==> config.mk <==
export PLATFORM = sky130hd
export DESIGN_NAME = shared_mem_arbiter_flat
export DESIGN_NICKNAME = d
export VERILOG_FILES = /design/src/rtl/shared_mem_arbiter_if.sv /design/src/rtl/shared_mem_arbiter.sv /design/src/flat_wrapper.sv
export SDC_FILE = /design/constraint.sdc
export NUM_CORES = 1
export LEC_CHECK = 0
export BUFFER_PORTS_ARGS = -buffer_cell sky130_fd_sc_hd__buf_2
export CORE_AREA = 3 3 157 159
export CTS_CLUSTER_DIAMETER = 50
export DETAILED_ROUTE_END_ITERATION = 8
export DIE_AREA = 0 0 160 162
export HOLD_SLACK_MARGIN = 0.12
export PLACE_DENSITY_LB_ADDON = 0.25
export SYNTH_ARGS = -nofsm -noshare
export SYNTH_HDL_FRONTEND = slang
export SYNTH_SLANG_ARGS = --single-unit
==> constraint.sdc <==
create_clock -name clk -period 2.8 [get_ports clk]
set_input_delay 0.28 -clock clk [delete_from_list [all_inputs] [get_ports clk]]
set_output_delay 0.28 -clock clk [all_outputs]
set_load 0.1 [all_outputs]
==> src/rtl/shared_mem_arbiter_if.sv <==
// rtl/shared_mem_arbiter_if.sv - PE request/response and memory command bundle for shared_mem_arbiter
interface shared_mem_arbiter_if #(
  parameter int N_PE   = 4,
  parameter int DATA_W = 32,
  parameter int ADDR_W = 32
);
  logic [N_PE-1:0]        req_valid;
  logic [N_PE-1:0]        req_ready;
  logic [N_PE-1:0]        req_write;
  logic [N_PE*ADDR_W-1:0] req_addr;
  logic [N_PE*DATA_W-1:0] req_wdata;
  logic [N_PE-1:0]        resp_valid;
  logic [DATA_W-1:0]      resp_rdata;
  logic                   resp_err;
  logic [ADDR_W-1:0]      mem_address;
  logic [DATA_W-1:0]      mem_write_data;
  logic                   mem_read;
  logic                   mem_write;
  logic [DATA_W-1:0]      mem_read_data;

  modport slave (
    input  req_valid, req_write, req_addr, req_wdata, mem_read_data,
    output req_ready, resp_valid, resp_rdata, resp_err,
           mem_address, mem_write_data, mem_read, mem_write
  );

  modport master (
    output req_valid, req_write, req_addr, req_wdata, mem_read_data,
    input  req_ready, resp_valid, resp_rdata, resp_err,
           mem_address, mem_write_data, mem_read, mem_write
  );
endinterface

==> src/rtl/shared_mem_arbiter.sv <==
// rtl/shared_mem_arbiter.sv - round-robin N_PE arbiter in front of single-port shared memory, 2-cycle pipelined
// Optional address bounds checking: SHMEM_ARB_BOUNDS_CHECK_EN
module shared_mem_arbiter #(
  parameter int N_PE      = 4,
  parameter int DATA_W    = 32,
  parameter int ADDR_W    = 32,
  parameter int MEM_DEPTH = 256
) (
  input logic                 clk,
  input logic                 rst,
  shared_mem_arbiter_if.slave bus
);
  localparam int PTR_W = (N_PE > 1) ? $clog2(N_PE) : 1;
`ifdef SHMEM_ARB_BOUNDS_CHECK_EN
  localparam bit BOUNDS_EN = 1'b1;
`else
  localparam bit BOUNDS_EN = 1'b0;
`endif
  localparam logic [ADDR_W:0] DEPTH = (ADDR_W+1)'(MEM_DEPTH);

  logic [PTR_W-1:0]  last_grant;
  logic [PTR_W-1:0]  grant_idx;
  logic              grant_found;
  logic              transfer;
  logic              sel_write;
  logic              sel_oob;
  logic [ADDR_W-1:0] sel_addr;
  logic [DATA_W-1:0] sel_wdata;
  int                cand;

  logic              s1_valid, s1_wr, s1_err;
  logic [PTR_W-1:0]  s1_idx;
  logic              s2_valid, s2_wr, s2_err;
  logic [PTR_W-1:0]  s2_idx;

  // Scan starts just after the last winner and wraps, so every PE waits at most N_PE-1 grants.
  always_comb begin
    grant_found = 1'b0;
    grant_idx   = '0;
    cand        = 0;
    for (int k = 1; k <= N_PE; k++) begin
      cand = (int'(last_grant) + k) % N_PE;
      if (!grant_found && bus.req_valid[PTR_W'(cand)]) begin
        grant_found = 1'b1;
        grant_idx   = PTR_W'(cand);
      end
    end
  end

  assign transfer      = grant_found && !rst;
  assign bus.req_ready = transfer ? (N_PE'(1) << grant_idx) : '0;
  assign sel_write     = bus.req_write[grant_idx];
  assign sel_addr      = bus.req_addr[int'(grant_idx)*ADDR_W +: ADDR_W];
  assign sel_wdata     = bus.req_wdata[int'(grant_idx)*DATA_W +: DATA_W];
  assign sel_oob       = BOUNDS_EN && ({1'b0, sel_addr} >= DEPTH);

  always_ff @(posedge clk) begin
    if (rst) begin
      last_grant         <= PTR_W'(N_PE-1);
      bus.mem_address    <= '0;
      bus.mem_write_data <= '0;
      bus.mem_read       <= 1'b0;
      bus.mem_write      <= 1'b0;
      s1_valid           <= 1'b0;
      s1_wr              <= 1'b0;
      s1_err             <= 1'b0;
      s1_idx             <= '0;
      s2_valid           <= 1'b0;
      s2_wr              <= 1'b0;
      s2_err             <= 1'b0;
      s2_idx             <= '0;
    end else begin
      bus.mem_read  <= transfer && !sel_write && !sel_oob;
      bus.mem_write <= transfer && sel_write && !sel_oob;
      s1_valid      <= transfer;
      if (transfer) begin
        last_grant         <= grant_idx;
        bus.mem_address    <= sel_addr;
        bus.mem_write_data <= sel_wdata;
        s1_idx             <= grant_idx;
        s1_wr              <= sel_write;
        s1_err             <= sel_oob;
      end
      s2_valid <= s1_valid;
      s2_idx   <= s1_idx;
      s2_wr    <= s1_wr;
      s2_err   <= s1_err;
    end
  end

  // Memory read data arrives in the same cycle the stage-2 tag is live.
  assign bus.resp_valid = s2_valid ? (N_PE'(1) << s2_idx) : '0;
  assign bus.resp_err   = s2_valid && s2_err;
  assign bus.resp_rdata = (s2_valid && !s2_wr && !s2_err) ? bus.mem_read_data : '0;
endmodule

==> src/flat_wrapper.sv <==
// flat-port wrapper written by rule: the top's interface ports become plain ports
module shared_mem_arbiter_flat 
#(
  parameter int N_PE      = 4,
  parameter int DATA_W    = 32,
  parameter int ADDR_W    = 32,
  parameter int MEM_DEPTH = 256
)
  (clk, rst, bus_req_valid, bus_req_write, bus_req_addr, bus_req_wdata, bus_mem_read_data, bus_req_ready, bus_resp_valid, bus_resp_rdata, bus_resp_err, bus_mem_address, bus_mem_write_data, bus_mem_read, bus_mem_write);
  shared_mem_arbiter_if #(.N_PE(N_PE), .DATA_W(DATA_W), .ADDR_W(ADDR_W)) bus_i ();
  input logic clk;
  input logic rst;
  input wire logic [$bits(bus_i.req_valid)-1:0] bus_req_valid;
  input wire logic [$bits(bus_i.req_write)-1:0] bus_req_write;
  input wire logic [$bits(bus_i.req_addr)-1:0] bus_req_addr;
  input wire logic [$bits(bus_i.req_wdata)-1:0] bus_req_wdata;
  input wire logic [$bits(bus_i.mem_read_data)-1:0] bus_mem_read_data;
  output wire logic [$bits(bus_i.req_ready)-1:0] bus_req_ready;
  output wire logic [$bits(bus_i.resp_valid)-1:0] bus_resp_valid;
  output wire logic [$bits(bus_i.resp_rdata)-1:0] bus_resp_rdata;
  output wire logic [$bits(bus_i.resp_err)-1:0] bus_resp_err;
  output wire logic [$bits(bus_i.mem_address)-1:0] bus_mem_address;
  output wire logic [$bits(bus_i.mem_write_data)-1:0] bus_mem_write_data;
  output wire logic [$bits(bus_i.mem_read)-1:0] bus_mem_read;
  output wire logic [$bits(bus_i.mem_write)-1:0] bus_mem_write;
  assign bus_i.req_valid = bus_req_valid;
  assign bus_i.req_write = bus_req_write;
  assign bus_i.req_addr = bus_req_addr;
  assign bus_i.req_wdata = bus_req_wdata;
  assign bus_i.mem_read_data = bus_mem_read_data;
  assign bus_req_ready = bus_i.req_ready;
  assign bus_resp_valid = bus_i.resp_valid;
  assign bus_resp_rdata = bus_i.resp_rdata;
  assign bus_resp_err = bus_i.resp_err;
  assign bus_mem_address = bus_i.mem_address;
  assign bus_mem_write_data = bus_i.mem_write_data;
  assign bus_mem_read = bus_i.mem_read;
  assign bus_mem_write = bus_i.mem_write;
  shared_mem_arbiter #(.N_PE(N_PE), .DATA_W(DATA_W), .ADDR_W(ADDR_W), .MEM_DEPTH(MEM_DEPTH)) u_core (.clk(clk), .rst(rst), .bus(bus_i));
endmodule
==> impl_metrics.csv, run 1 <==
group,metric,value,unit
placement,placed_area,0.00751,sq mm
sta,timing.clock.skew,11.1,ps
cts,tritoncts,"yes",
die,num_rows,56,
cts,ctsLongestPathBuffers,2,
synthesis,synth_nets,848,
final_layout,area.growth.synth_to_final,52.8,%
detailed_routing,drt_iter0_drc,375,
cts,clock_network_latency_to_the_later_pin_of_the_worst_skew_pair,340,ps
sta,finalHoldViolCount,0,
grt,globalRouteOverflowTotal,0,
detailed_routing,dr_total_vias,5803,
sta,fin_crit,2580,ps
flow_run,timing.max_cap.violations,0,
die,placeableCoreArea,0.0234,sq mm
synthesis,proportion_of_synthesized_chip_area_in_sequential_cells,29.7,%
detailed_routing,drt_wl_total,21300,um
cts,cts.sink_count,76,
synthesis,yosys.cell_types.count,41,
grt,via_count_of_the_first_global_routing_pass,5756,
placement,detailedPlace.worstSlack,327,ps
die,start_util,21.9,%
sta,finalMaxSlewViolations,0,
cts,clock_tree.htree_level_count,3,
synthesis,ys_async_sr_fraction,0,%
sta,tightestPinTransition,721,ps
placement,place.gp.congestion,0.786,
sta,finalCritPeriodShare,92.0,%
die,die_x_extent,160,um
synthesis,synth_top_area_share,29.7,%
pwr,powerDensity,661,mW/mm^2
cts,clkSlewWorstSetupHoldPaths,60,ps
detailed_routing,detail_route.vias_per_cell,4.64,
synthesis,synth-edff-count,0,
sta,tns,0,ps
sta,setup_ws,223,ps
critical_path,endpoint_kind,"output port",
final_layout,utilization,33.4,%
placement,hpwlAfterDp,16400,um
sta,max_slew_margin,51.5,%
critical_path,worstPathArrival,2300,ps
detailed_routing,drt-wirelength-per-cell,17.1,um
placement,io_buffers,403,
cts,cts-hold-fix-buffers,0,
pwr,totalPowerFinal,5.17,mW
hold_path,worstHoldPathType,"in2reg",
final_layout,layout-drive-gt1-share,55.7,%
synthesis,synth_common_cells,"sky130_fd_sc_hd__nand3_1, sky130_fd_sc_hd__dfxtp_1, sky130_fd_sc_hd__mux2i_1",
synthesis,yosys.cell_count.top_type,"sky130_fd_sc_hd__nand3_1",
detailed_routing,route.detailed.drc,0,
detailed_routing,antenna_left,0,
critical_path,crit_fanout,15,
synthesis,syn_inst,550,
grt,grt_first_pass_wirelength,32100,um
sta,max_freq,388,MHz
synthesis,synth.yosys.warnings,0,
cts,post_cts.resized_instances,0,
cts,cts_root_buf,"sky130_fd_sc_hd__clkbuf_16",
sta,setup-violations-final,0,
die,die_height,162,um
die,floorplan.io_pins,405,
critical_path,timing.critical_path.from_type,"register",
critical_path,timing.setup.critical_path_class,"reg2out",
cts,cts.repair_timing.setup_buffer_count,0,
synthesis,yosysTopAreaCell,"sky130_fd_sc_hd__dfxtp_1",
detailed_routing,drt_pre_antenna_iters,4,
final_layout,finalInstanceArea,0.00782,sq mm
pwr,static-leakage-power,3.86,nW
critical_path,required_worst_endpoint,2520,ps
grt,grt_antenna_before_repair,2,
die,die-area,0.0259,sq mm
grt,grt_max_degree,63,
outcome,run_status,"finished, final reports clean",
sta,grt_setup_unrepaired,"false",
synthesis,synth_area,0.00512,sq mm
cts,total_cts_buffers,9,
synthesis,synth-main-ff-cell,"sky130_fd_sc_hd__dfxtp_1",
grt,global_route.usage.total,15.5,%
synthesis,synth.ff_latch_count,76,
final_layout,layout.nets,1224,
pwr,ir_drop,279,uV
synthesis,synth.area.top_cells,"sky130_fd_sc_hd__dfxtp_1, sky130_fd_sc_hd__mux2i_1, sky130_fd_sc_hd__mux2_2, sky130_fd_sc_hd__nand3_1, sky130_fd_sc_hd__a221o_1",
synthesis,synth_area_per_cell,9.30,sq um
==> per-stage QoR <==
step | hold WS, ps | instances
finish | 254 | 1250
global route | 265 | 1250
CTS | 236 | 1248
detailed placement | 429 | 1234
global placement | 440 | 1234
floorplan | 414 | 550
==> metal layers <==
metal / global-route usage, % / wire (um)
met1: 17.8 / 8470
met2: 27.4 / 10700
met3: 4.97 / 1720
met4: 5.17 / 427
met5: 0 / 0
==> path summary, 6_finish.rpt <==
kind / startpoint / end / slack [ps] / cells after the start
setup / recovery: u_core.last_grant[0] / bus_req_ready[2] / 220 / 6
hold / removal: bus_req_addr[100] / u_core.bus.mem_address[4] / 250 / 3
setup reg to reg: u_core.last_grant[0] / u_core.bus.mem_write_data[25] / 300 / 7
hold reg to reg: u_core.s1_valid / u_core.s2_valid / 440 / 1
==> cell type report <==
type                       instances  area, sq um
antenna                            2         5.00
timing repair buffer             426         2280
clock buffer                       9          225
inverter                           1         5.00
fill                            2528        15600
multi-input combinational        412         3300
clock inverter                     5         78.8
tap                              319          399
sequential                        76         1520
==> logic make-up after synthesis <==
logic type,after synthesis,share of synthesized area [%]
flops,76,29.7
buf+inv,62,6.48
compound gates,105,19.8
simple gates,189,19.8
other cells,1,0.0733
mux,117,24.2
==> critical path, stage by stage (launching register included) <==
cell                       delay (ps)
sky130_fd_sc_hd__dfxtp_1          420
sky130_fd_sc_hd__and2b_4          240
sky130_fd_sc_hd__o21a_4           290
sky130_fd_sc_hd__a211oi_1         210
sky130_fd_sc_hd__buf_4            190
sky130_fd_sc_hd__and3_1           180
sky130_fd_sc_hd__buf_2            440
==> placed cells by master, fill, tap and decap left out, drive strengths merged, types with 9 or more instances in the layout <==
| master | instances |
|---|---|
| a2111oi | 11 |
| a211oi | 12 |
| a221o | 52 |
| and2 | 33 |
| buf | 426 |
| clkbuf | 9 |
| dfxtp | 76 |
| mux2 | 53 |
| mux2i | 64 |
| nand2 | 10 |
| nand3 | 107 |
| nor2 | 16 |
| o31a | 13 |
==> flip-flops by register name, summed over array words and instances, names as in the netlist <==
register	cells
u_core.bus.mem_write_data	32
u_core.bus.mem_read	1
u_core.s2_valid	1
u_core.s1_wr	1
u_core.s2_wr	1
u_core.s2_idx	2
u_core.s1_valid	1
u_core.bus.mem_write	1
u_core.last_grant	2
u_core.s1_idx	2
u_core.bus.mem_address	32
==> power breakdown <==
part,switching [mW],leakage (nW),internal [mW],total (mW)
sequential,0.0837,0.632,1.24,1.33
clock,0.487,0.151,0.770,1.26
combinational,1.88,3.08,0.706,2.59
total,2.45,3.86,2.72,5.17
Note: power is estimated with default switching activity, not from simulation.
==> inputs of run 2 (changes only) <==
- REMOVE_ABC_BUFFERS: unset -> 1
==> run 2 against run 1 <==
Wire length decreased by 3.0%. Highest routed layer unchanged. Largest power group unchanged. Cell count about the same. Clock skew decreased by 2.8 ps. Non-clock buffer count unchanged. Largest cell class unchanged. Utilization decreased by 0.20 points. Register-to-register slack improved by 80 ps. Final area decreased by 0.59%. Die area unchanged. Global-route usage decreased by 0.19 points. First-iteration DRC count decreased by 43%.
==> impl_metrics.csv, run 2 (synthesis gave the netlist of run 1 again) <==
group,metric,value,unit
outcome,run_status,"finished, final reports clean",
critical_path,timing.critical_path.from_type,"register",
grt,via_count_of_the_first_global_routing_pass,5809,
critical_path,crit_fanout,15,
critical_path,worstPathArrival,2240,ps
cts,clkSlewWorstSetupHoldPaths,60,ps
final_layout,num-fill-cells,2507,
final_layout,layout.area.seq,0.00152,sq mm
grt,grt_most_used_layer,"met2",
hold_path,worstHoldStart,"bus_req_addr[100]",
die,die_height,162,um
pwr,ir_drop,294,uV
grt,grt_antenna_before_repair,1,
sta,tightestPinTransition,724,ps
final_layout,layout-drive-gt1-share,55.3,%
critical_path,timing.setup.critical_path_class,"reg2out",
grt,globalRouteOverflowTotal,0,
cts,post_cts.resized_instances,0,
sta,tns,0,ps
hold_path,holdPathEnd,"u_core.bus.mem_address[4]",
detailed_routing,route.detailed.drc,0,
sta,grt_setup_unrepaired,"false",
sta,finalMaxSlewViolations,0,
placement,hpwlAfterDp,16000,um
cts,clock_network_latency_to_the_later_pin_of_the_worst_skew_pair,340,ps
grt,grtUsageMet2,27.3,%
sta,max_freq,396,MHz
cts,cts-hold-fix-buffers,0,
placement,placed_area,0.00749,sq mm
detailed_routing,antenna_left,0,
cts,cts.repair_timing.setup_buffer_count,0,
placement,io_buffers,403,
critical_path,required_worst_endpoint,2520,ps
critical_path,endpoint_kind,"output port",
detailed_routing,drt_pre_antenna_iters,4,
critical_path,reg2reg_to,"u_core.bus.mem_address[27]",
pwr,static-leakage-power,3.83,nW
cts,cts.sink_count,76,
sta,finalCritPeriodShare,90.1,%
die,die_x_extent,160,um
critical_path,ff2ff_path_depth,7,
sta,setup_ws,276,ps
grt,global_route.usage.total,15.3,%
final_layout,area.growth.synth_to_final,51.9,%
critical_path,reg2reg_from,"u_core.last_grant[0]",
final_layout,utilization,33.2,%
die,floorplan.io_pins,405,
pwr,powerDensity,648,mW/mm^2
grt,grt_max_degree,61,
sta,timing.clock.skew,8.33,ps
cts,tritoncts,"yes",
detailed_routing,dr_total_vias,5805,
final_layout,finalInstanceArea,0.00777,sq mm
detailed_routing,drt-wirelength-per-cell,16.5,um
die,die-area,0.0259,sq mm
hold_path,worstHoldPathType,"in2reg",
sta,fin_hold_ws,248,ps
detailed_routing,drt_wl_total,20700,um
sta,fin_crit,2520,ps
detailed_routing,detail_route.vias_per_cell,4.64,
final_layout,mostFrequentLayoutCell,"sky130_fd_sc_hd__buf_2",
final_layout,layout.nets,1224,
die,placeableCoreArea,0.0234,sq mm
cts,ctsLongestPathBuffers,2,
grt,global_route.usage.met3,4.97,%
cts,total_cts_buffers,9,
cts,clock_tree.htree_level_count,3,
die,num_rows,56,
sta,max_slew_margin,51.3,%
flow_run,timing.max_cap.violations,0,
sta,finalHoldViolCount,0,
final_layout,total_area_of_multi_input_combinational_cells,0.00329,sq mm
grt,globalRouteMet1Util,17.5,%
hold_path,whs_path_depth,3,
cts,cts_root_buf,"sky130_fd_sc_hd__clkbuf_16",
die,start_util,21.9,%
placement,place.gp.congestion,0.834,
sta,setup-violations-final,0,
grt,grt_first_pass_wirelength,31600,um
placement,detailedPlace.worstSlack,375,ps
detailed_routing,drt_iter0_drc,215,
final_layout,biggest_registers_after_layout,"u_core.bus.mem_address x32, u_core.bus.mem_write_data x32",
final_layout,layout_common_cells,"sky130_fd_sc_hd__buf_2, sky130_fd_sc_hd__nand3_1, sky130_fd_sc_hd__dfxtp_1",
critical_path,reg2reg_slack,380,ps
## run 2: power by group
part / internal [mW] / switching [mW] / leakage [nW]
Clock: 0.628 / 0.510 / 0.128
Sequential: 1.24 / 0.0879 / 0.632
Combinational: 0.704 / 1.86 / 3.07
Total: 2.57 / 2.46 / 3.83
## run 2: per-stage QoR
stage / cells / power [mW]
floorplan: 489 / 3.31
global placement: 1234 / 3.93
detailed placement: 1234 / 3.94
CTS: 1250 / 5.12
global route: 1251 / 5.28
finish: 1251 / 5.03
## run 2: cell type report
cell class | count | share of cell area (%)
multi-input combinational | 412 | 42.3
timing repair buffer | 426 | 29.3
sequential | 76 | 19.6
tap | 319 | 5.14
clock buffer | 11 | 3.12
clock inverter | 5 | 0.467
inverter | 1 | 0.0644
antenna | 1 | 0.0322
## run 2: how the worst max path moves through the flow
stage                     slack [ps]                  from  depth (start not counted)                             to
after floorplan                -2550  u_core.last_grant[0]                          5      u_core.bus.mem_address[6]
after global placement           410      bus_req_valid[3]                          8  u_core.bus.mem_write_data[17]
after detailed placement         370      bus_req_valid[3]                          8   u_core.bus.mem_write_data[7]
after CTS                        260  u_core.last_grant[0]                          6               bus_req_ready[2]
after global routing             110  u_core.last_grant[0]                          6               bus_req_ready[2]
final                            280  u_core.last_grant[0]                          6               bus_req_ready[2]
## run 2: worst max-delay path, stage by stage (launching register included)
cell and delay (ps):
sky130_fd_sc_hd__dfxtp_1 390, sky130_fd_sc_hd__and2b_4 230, sky130_fd_sc_hd__o21a_4 280, sky130_fd_sc_hd__a211oi_1 240
sky130_fd_sc_hd__buf_4 180, sky130_fd_sc_hd__and3_1 140, sky130_fd_sc_hd__buf_2 430
## run 2: per-layer routing
layer  up-vias  routed length [um]
met5         -                   0
met4         0                 408
met3        25                1810
met2       272               10400
met1      2640                8050
li1       2868                   -
